### src/rtl/mode_sum_delay_if.sv
// Sample bus for the mode-sum delay block: interleaved I/Q inputs from the
// two cavity modes and the direct reflection, plus the delayed summed output.
interface mode_sum_delay_if #(
    parameter int DW = 19,
    parameter int AW = 6
);
    logic                 iq;
    logic signed [DW-1:0] mode_a;
    logic signed [DW-1:0] mode_b;
    logic signed [DW-1:0] direct;
    logic [AW-1:0]        delay;
    logic                 sat_clr;
    logic signed [DW-1:0] out;
    logic                 out_iq;
    logic                 out_valid;
    logic                 sat;

    modport master (
        output iq, mode_a, mode_b, direct, delay, sat_clr,
        input  out, out_iq, out_valid, sat
    );

    modport slave (
        input  iq, mode_a, mode_b, direct, delay, sat_clr,
        output out, out_iq, out_valid, sat
    );
endinterface

### src/rtl/mode_sum_delay.sv
// Sums two cavity-mode streams with the direct reflection, saturates the
// result and delays it by an even number of cycles through a circular RAM,
// keeping I/Q pairing intact. Fill gating keeps stale RAM data off the output.
module mode_sum_delay #(
    parameter int DW = 19,
    parameter int AW = 6
) (
    input  logic           clk,
    input  logic           rst_n,
    mode_sum_delay_if.slave bus
);
    localparam int DEPTH = 1 << AW;
    localparam logic signed [DW+1:0] SMAX = {3'b000, {(DW-1){1'b1}}};
    localparam logic signed [DW+1:0] SMIN = {3'b111, {(DW-1){1'b0}}};

    logic signed [DW+1:0] a_ext;
    logic signed [DW+1:0] b_ext;
    logic signed [DW+1:0] c_ext;
    logic signed [DW+1:0] s1;
    logic                 s1_iq;
    logic                 v1;
    logic signed [DW-1:0] s2_next;
    logic                 clamp;
    logic signed [DW-1:0] s2;
    logic                 s2_iq;
    logic                 v2;
    logic                 sat_r;
    logic [AW-1:0]        d_new;
    logic [AW-1:0]        d_reg;
    logic [AW-1:0]        fill;
    logic [AW-1:0]        wr_ptr;
    logic [AW-1:0]        rd_addr;
    logic [DW:0]          ram [DEPTH];
    logic [DW:0]          rd_word;
    logic                 filled;
    logic signed [DW-1:0] out_r;
    logic                 out_iq_r;
    logic                 out_valid_r;
    logic                 unused_delay_lsb;

    assign a_ext = bus.mode_a;
    assign b_ext = bus.mode_b;
    assign c_ext = bus.direct;

    // The delay LSB is dropped so an I sample always comes back out as an I sample.
    assign d_new            = {bus.delay[AW-1:1], 1'b0};
    assign unused_delay_lsb = bus.delay[0];

    // Stage 1: full-precision three-way sum with its iq tag.
    always_ff @(posedge clk or negedge rst_n) begin
        if (!rst_n) begin
            s1    <= '0;
            s1_iq <= 1'b0;
            v1    <= 1'b0;
        end else begin
            s1    <= a_ext + b_ext + c_ext;
            s1_iq <= bus.iq;
            v1    <= 1'b1;
        end
    end

    // Clamp the stage-1 sum into the DW-bit output range and flag when that happens.
    always_comb begin
        clamp   = 1'b0;
        s2_next = s1[DW-1:0];
        if (s1 > SMAX) begin
            clamp   = 1'b1;
            s2_next = SMAX[DW-1:0];
        end else if (s1 < SMIN) begin
            clamp   = 1'b1;
            s2_next = SMIN[DW-1:0];
        end
    end

    // Stage 2: saturated sample, plus a sticky flag where a clamp beats a clear.
    always_ff @(posedge clk or negedge rst_n) begin
        if (!rst_n) begin
            s2    <= '0;
            s2_iq <= 1'b0;
            v2    <= 1'b0;
            sat_r <= 1'b0;
        end else begin
            s2    <= s2_next;
            s2_iq <= s1_iq;
            v2    <= v1;
            sat_r <= clamp | (sat_r & ~bus.sat_clr);
        end
    end

    // Delay is only taken on I cycles; any change restarts the fill count.
    always_ff @(posedge clk or negedge rst_n) begin
        if (!rst_n) begin
            d_reg  <= '0;
            fill   <= '0;
            wr_ptr <= '0;
        end else begin
            wr_ptr <= wr_ptr + 1'b1;
            if (s2_iq && (d_new != d_reg)) begin
                d_reg <= d_new;
                fill  <= '0;
            end else if (fill != {AW{1'b1}}) begin
                fill <= fill + 1'b1;
            end
        end
    end

    // Circular sample store; contents are never reset since fill gating hides them.
    always_ff @(posedge clk) begin
        ram[wr_ptr] <= {s2_iq, s2};
    end

    assign rd_addr = wr_ptr - d_reg;
    assign rd_word = (d_reg == '0) ? {s2_iq, s2} : ram[rd_addr];
    assign filled  = v2 && (fill >= d_reg);

    // Output register: real data once filled, zeros otherwise; iq keeps alternating.
    always_ff @(posedge clk or negedge rst_n) begin
        if (!rst_n) begin
            out_r       <= '0;
            out_iq_r    <= 1'b0;
            out_valid_r <= 1'b0;
        end else begin
            out_valid_r <= filled;
            if (filled) begin
                out_r    <= rd_word[DW-1:0];
                out_iq_r <= rd_word[DW];
            end else begin
                out_r    <= '0;
                out_iq_r <= s2_iq;
            end
        end
    end

    assign bus.out       = out_r;
    assign bus.out_iq    = out_iq_r;
    assign bus.out_valid = out_valid_r;
    assign bus.sat       = sat_r;
endmodule

### src/flat_wrapper.sv
// flat-port wrapper written by rule: the top's interface ports become plain ports
module mode_sum_delay_flat 
#(
    parameter int DW = 19,
    parameter int AW = 6
)
  (clk, rst_n, bus_iq, bus_mode_a, bus_mode_b, bus_direct, bus_delay, bus_sat_clr, bus_out, bus_out_iq, bus_out_valid, bus_sat);
  mode_sum_delay_if #(.DW(DW), .AW(AW)) bus_i ();
  input  logic clk;
  input  logic rst_n;
  input wire logic [$bits(bus_i.iq)-1:0] bus_iq;
  input wire logic [$bits(bus_i.mode_a)-1:0] bus_mode_a;
  input wire logic [$bits(bus_i.mode_b)-1:0] bus_mode_b;
  input wire logic [$bits(bus_i.direct)-1:0] bus_direct;
  input wire logic [$bits(bus_i.delay)-1:0] bus_delay;
  input wire logic [$bits(bus_i.sat_clr)-1:0] bus_sat_clr;
  output wire logic [$bits(bus_i.out)-1:0] bus_out;
  output wire logic [$bits(bus_i.out_iq)-1:0] bus_out_iq;
  output wire logic [$bits(bus_i.out_valid)-1:0] bus_out_valid;
  output wire logic [$bits(bus_i.sat)-1:0] bus_sat;
  assign bus_i.iq = bus_iq;
  assign bus_i.mode_a = bus_mode_a;
  assign bus_i.mode_b = bus_mode_b;
  assign bus_i.direct = bus_direct;
  assign bus_i.delay = bus_delay;
  assign bus_i.sat_clr = bus_sat_clr;
  assign bus_out = bus_i.out;
  assign bus_out_iq = bus_i.out_iq;
  assign bus_out_valid = bus_i.out_valid;
  assign bus_sat = bus_i.sat;
  mode_sum_delay #(.DW(DW), .AW(AW)) u_core (.clk(clk), .rst_n(rst_n), .bus(bus_i));
endmodule
### config.mk
export PLATFORM = sky130hd
export DESIGN_NAME = mode_sum_delay_flat
export DESIGN_NICKNAME = d
export VERILOG_FILES = /design/src/rtl/mode_sum_delay_if.sv /design/src/rtl/mode_sum_delay.sv /design/src/flat_wrapper.sv
export SDC_FILE = /design/constraint.sdc
export NUM_CORES = 1
export LEC_CHECK = 0
export CORE_ASPECT_RATIO = 0.6
export CORE_UTILIZATION = 31
export CTS_CLUSTER_DIAMETER = 100
export DETAILED_ROUTE_END_ITERATION = 12
export PLACE_DENSITY_LB_ADDON = 0.08
export SETUP_SLACK_MARGIN = 0.2
export SKIP_CTS_REPAIR_TIMING = 1
export SYNTH_ARGS = -nofsm -noshare
export SYNTH_HDL_FRONTEND = slang
export SYNTH_SLANG_ARGS = --single-unit
export TNS_END_PERCENT = 30
### constraint.sdc
create_clock -name clk -period 5.4 [get_ports clk]
set_input_delay 1.08 -clock clk [delete_from_list [all_inputs] [get_ports clk]]
set_output_delay 1.08 -clock clk [all_outputs]
set_load 0.005 [all_outputs]
==> summary.txt <==
Final nets -> 2895
Post-DP Area -> 0.05775 mm^2
Clock Sinks -> 1363
Max-Cap Viols -> 0
Status -> completed
P_leak -> 20.03 nW
Peak supply drop -> 0.3641 mV
Slowest stage delay, CP -> 800 ps
Max-slew violation count -> 0
Initial drt markers -> 2851
Placed Cells -> 4892
Crit start category -> register
Minimum clock period -> 4064 ps
Slew margin rel. -> 18.70%
Vias in the first global route -> 26.51k
Largest Register -> u_core.ram
F_max -> 0.2460 GHz
Gpl congestion -> 0.7920
Commonest non-fill, non-tap cell in the layout -> edfxtp_1
Endpoints failing setup -> 0
Die W -> 538.0 um
DRT Wirelength -> 152300 um
CP max-delay cell -> xor2_4
Core area -> 0.1704 mm^2
Ys async rst share -> 6.090%
Number of flip-flops in the largest register -> 1280
GRT Total Usage -> 17.56%
Fin. Hold Viols -> 0
Number of synthesized flops with an enable pin -> 1280
CP cell instances -> ha_4 > inv_1 > fa_1 > xor2_4 > buf_12 > mux2i_1 > a22oi_1 > nand3_1 > o211ai_1
Synth Instances -> 2565
Post-route insts no fill -> 5142
Most frequent cells in the layout -> 1280 x edfxtp_1, 339 x mux4_2, 176 x nand2_1, 149 x clkbuf_16, 99 x buf_4
Starting Density -> 31.36%
Routed len/inst -> 29.62 um
Largest net degree at the start of global routing -> 94
Buffers on Ports -> 87
Final hold slack -> 307.3 ps
Detail Route Antenna Nets -> 0
Yosys reg bits -> 1363
WP data required -> 6030 ps
Predominant post-synthesis flop cell -> edfxtp_1
CP arrival -> 4690 ps
DIE HEIGHT -> 323.6 um
Die area -> 0.1741 mm^2
Total CTS buffers -> 144
Slew @ Worst Pin -> 1217 ps
Seq/Total Area, Yosys -> 75.82%
Clock Latency Late Sink -> 780 ps
Remaining DRCs -> 0
Design Area, Final -> 0.06225 mm^2
Leading area contributor after synthesis -> edfxtp_1
Synth warn -> 0
Final Skew -> 42.03 ps
Area delta synth->final -> 16.51%
HPWL Detailed -> 88370 um
Yosys cell types -> 58
GRT overflow -> 0
CTS H-tree depth -> 4
Biggest regs -> u_core.ram: 1280 flops, u_core.s1: 21 flops
Hold Path Class -> primary input to async pin
Synth area leaders -> edfxtp_1 72%, mux4_2 14%, dfrtp_1 3.9%
Share of cells above drive strength 1 -> 25.63%
Syn Area/Cell -> 20.83 um^2
WS Path Type -> register to register
Final period utilization -> 75.27%
Detailed-route via count -> 26.06k
Top-area cell type share of the netlist area -> 71.94%
CTS tree -> built
TritonRoute pass-1 iters -> 5
Io pins -> 89
Initial antenna violation count -> 12
First-pass GRT wire length -> 210400 um
Clk pin slew, worst setup/hold paths -> 70 ps
Syn Nets -> 2683
CTS Buffer Depth -> 4
RSZ-0062 raised after global routing -> false
Worst-path maximum fanout -> 16
Core Rows -> 117
Post-synthesis instance area -> 0.05343 mm^2
Worst path bufs/invs -> 2
CP endpoint kind -> register
CP top delay family -> XOR/XNOR gates
Root buf cell -> clkbuf_16
Pwr Density -> 429.7 mW/mm^2
Post-route setup TNS -> 0 ps
Via density -> 5.067
## logic make-up after synthesis
group	Yosys count	synth area share (%)
other cells	1	0.007018
xor+xnor	29	0.4894
buf+inv	152	1.346
simple gates	423	3.410
fa+ha+maj	51	1.489
flops	1363	75.82
compound gates	127	1.644
mux	419	15.79
## final timing paths
kind,from,slack [ps],endpoint,cells past startpoint
max,u_core.d_reg[1]$_DFFE_PN0P_,1340,u_core.bus.out[14]$_DFF_PN0_,9
min,rst_n,310,u_core.s1_iq$_DFF_PN0_,1
max reg2reg,u_core.d_reg[1]$_DFFE_PN0P_,1340,u_core.bus.out[14]$_DFF_PN0_,9
min reg2reg,u_core.v1$_DFF_PN0_,350,u_core.v2$_DFF_PN0_,0
max in group asynchronous,rst_n,3970,u_core.wr_ptr[0]$_DFF_PN0_,2
min in group clk,u_core.v1$_DFF_PN0_,350,u_core.v2$_DFF_PN0_,0
## cell usage after synthesis, types with 3 or more instances
| cell type | number |
|---|---|
| buf_6 | 5 |
| a22oi_1 | 21 |
| buf_2 | 53 |
| and2_1 | 6 |
| fa_1 | 21 |
| o21ai_0 | 12 |
| o21ai_1 | 3 |
| edfxtp_1 | 1280 |
| mux2i_1 | 79 |
| buf_1 | 14 |
| buf_4 | 12 |
| a21oi_1 | 18 |
| nand2_1 | 176 |
| and3_1 | 5 |
| mux4_2 | 339 |
| nand3_1 | 91 |
| ha_1 | 30 |
| o211ai_1 | 20 |
| dfrtp_1 | 83 |
| inv_1 | 21 |
| xor2_1 | 10 |
| o21bai_1 | 4 |
| nor2_1 | 116 |
| clkbuf_1 | 45 |
| o21a_1 | 5 |
| xnor2_1 | 18 |
| nor3_1 | 3 |
| a21o_1 | 27 |
| or3_1 | 5 |
| nor2b_1 | 5 |
| a31oi_1 | 6 |
## through the flow
stage | worst slack (ps) | power [mW] | utilization [%]
floorplan | 1980 | 15.18 | -
CTS | 1307 | 27.10 | 36.53
finish | 1336 | 26.75 | 36.53
global route | 1178 | 27.70 | 36.53
global placement | 1137 | 17.23 | 33.89
detailed placement | 1170 | 17.39 | 33.89
## area by class of cell
| class | count | area [um^2] |
|---|---|---|
| Fill cell | 15680 | 108100 |
| Sequential cell | 1363 | 40540 |
| Multi-Input combinational cell | 1050 | 12490 |
| Clock buffer | 181 | 3859 |
| Tap cell | 2261 | 2829 |
| Timing Repair Buffer | 195 | 1804 |
| Clock inverter | 63 | 628.1 |
| Inverter | 23 | 86.33 |
| Antenna cell | 6 | 15.01 |
## where the power goes
group	total, mW	internal, mW	switching (mW)	leakage (nW)
Sequential	13.3	13.2	0.100	12.4
Clock	9.67	5.62	4.04	2.17
Combinational	3.78	0.765	3.02	5.49
## per-layer routing
metal,part of all wire (%),vias to the layer above,global-route usage [%]
met1,49,14220,27.50
met4,2.4,0,4.387
met3,7.0,197,3.705
li1,-,10890,-
met2,42,759,24.48
met5,0,-,0
(Power assumes the default switching activity.)
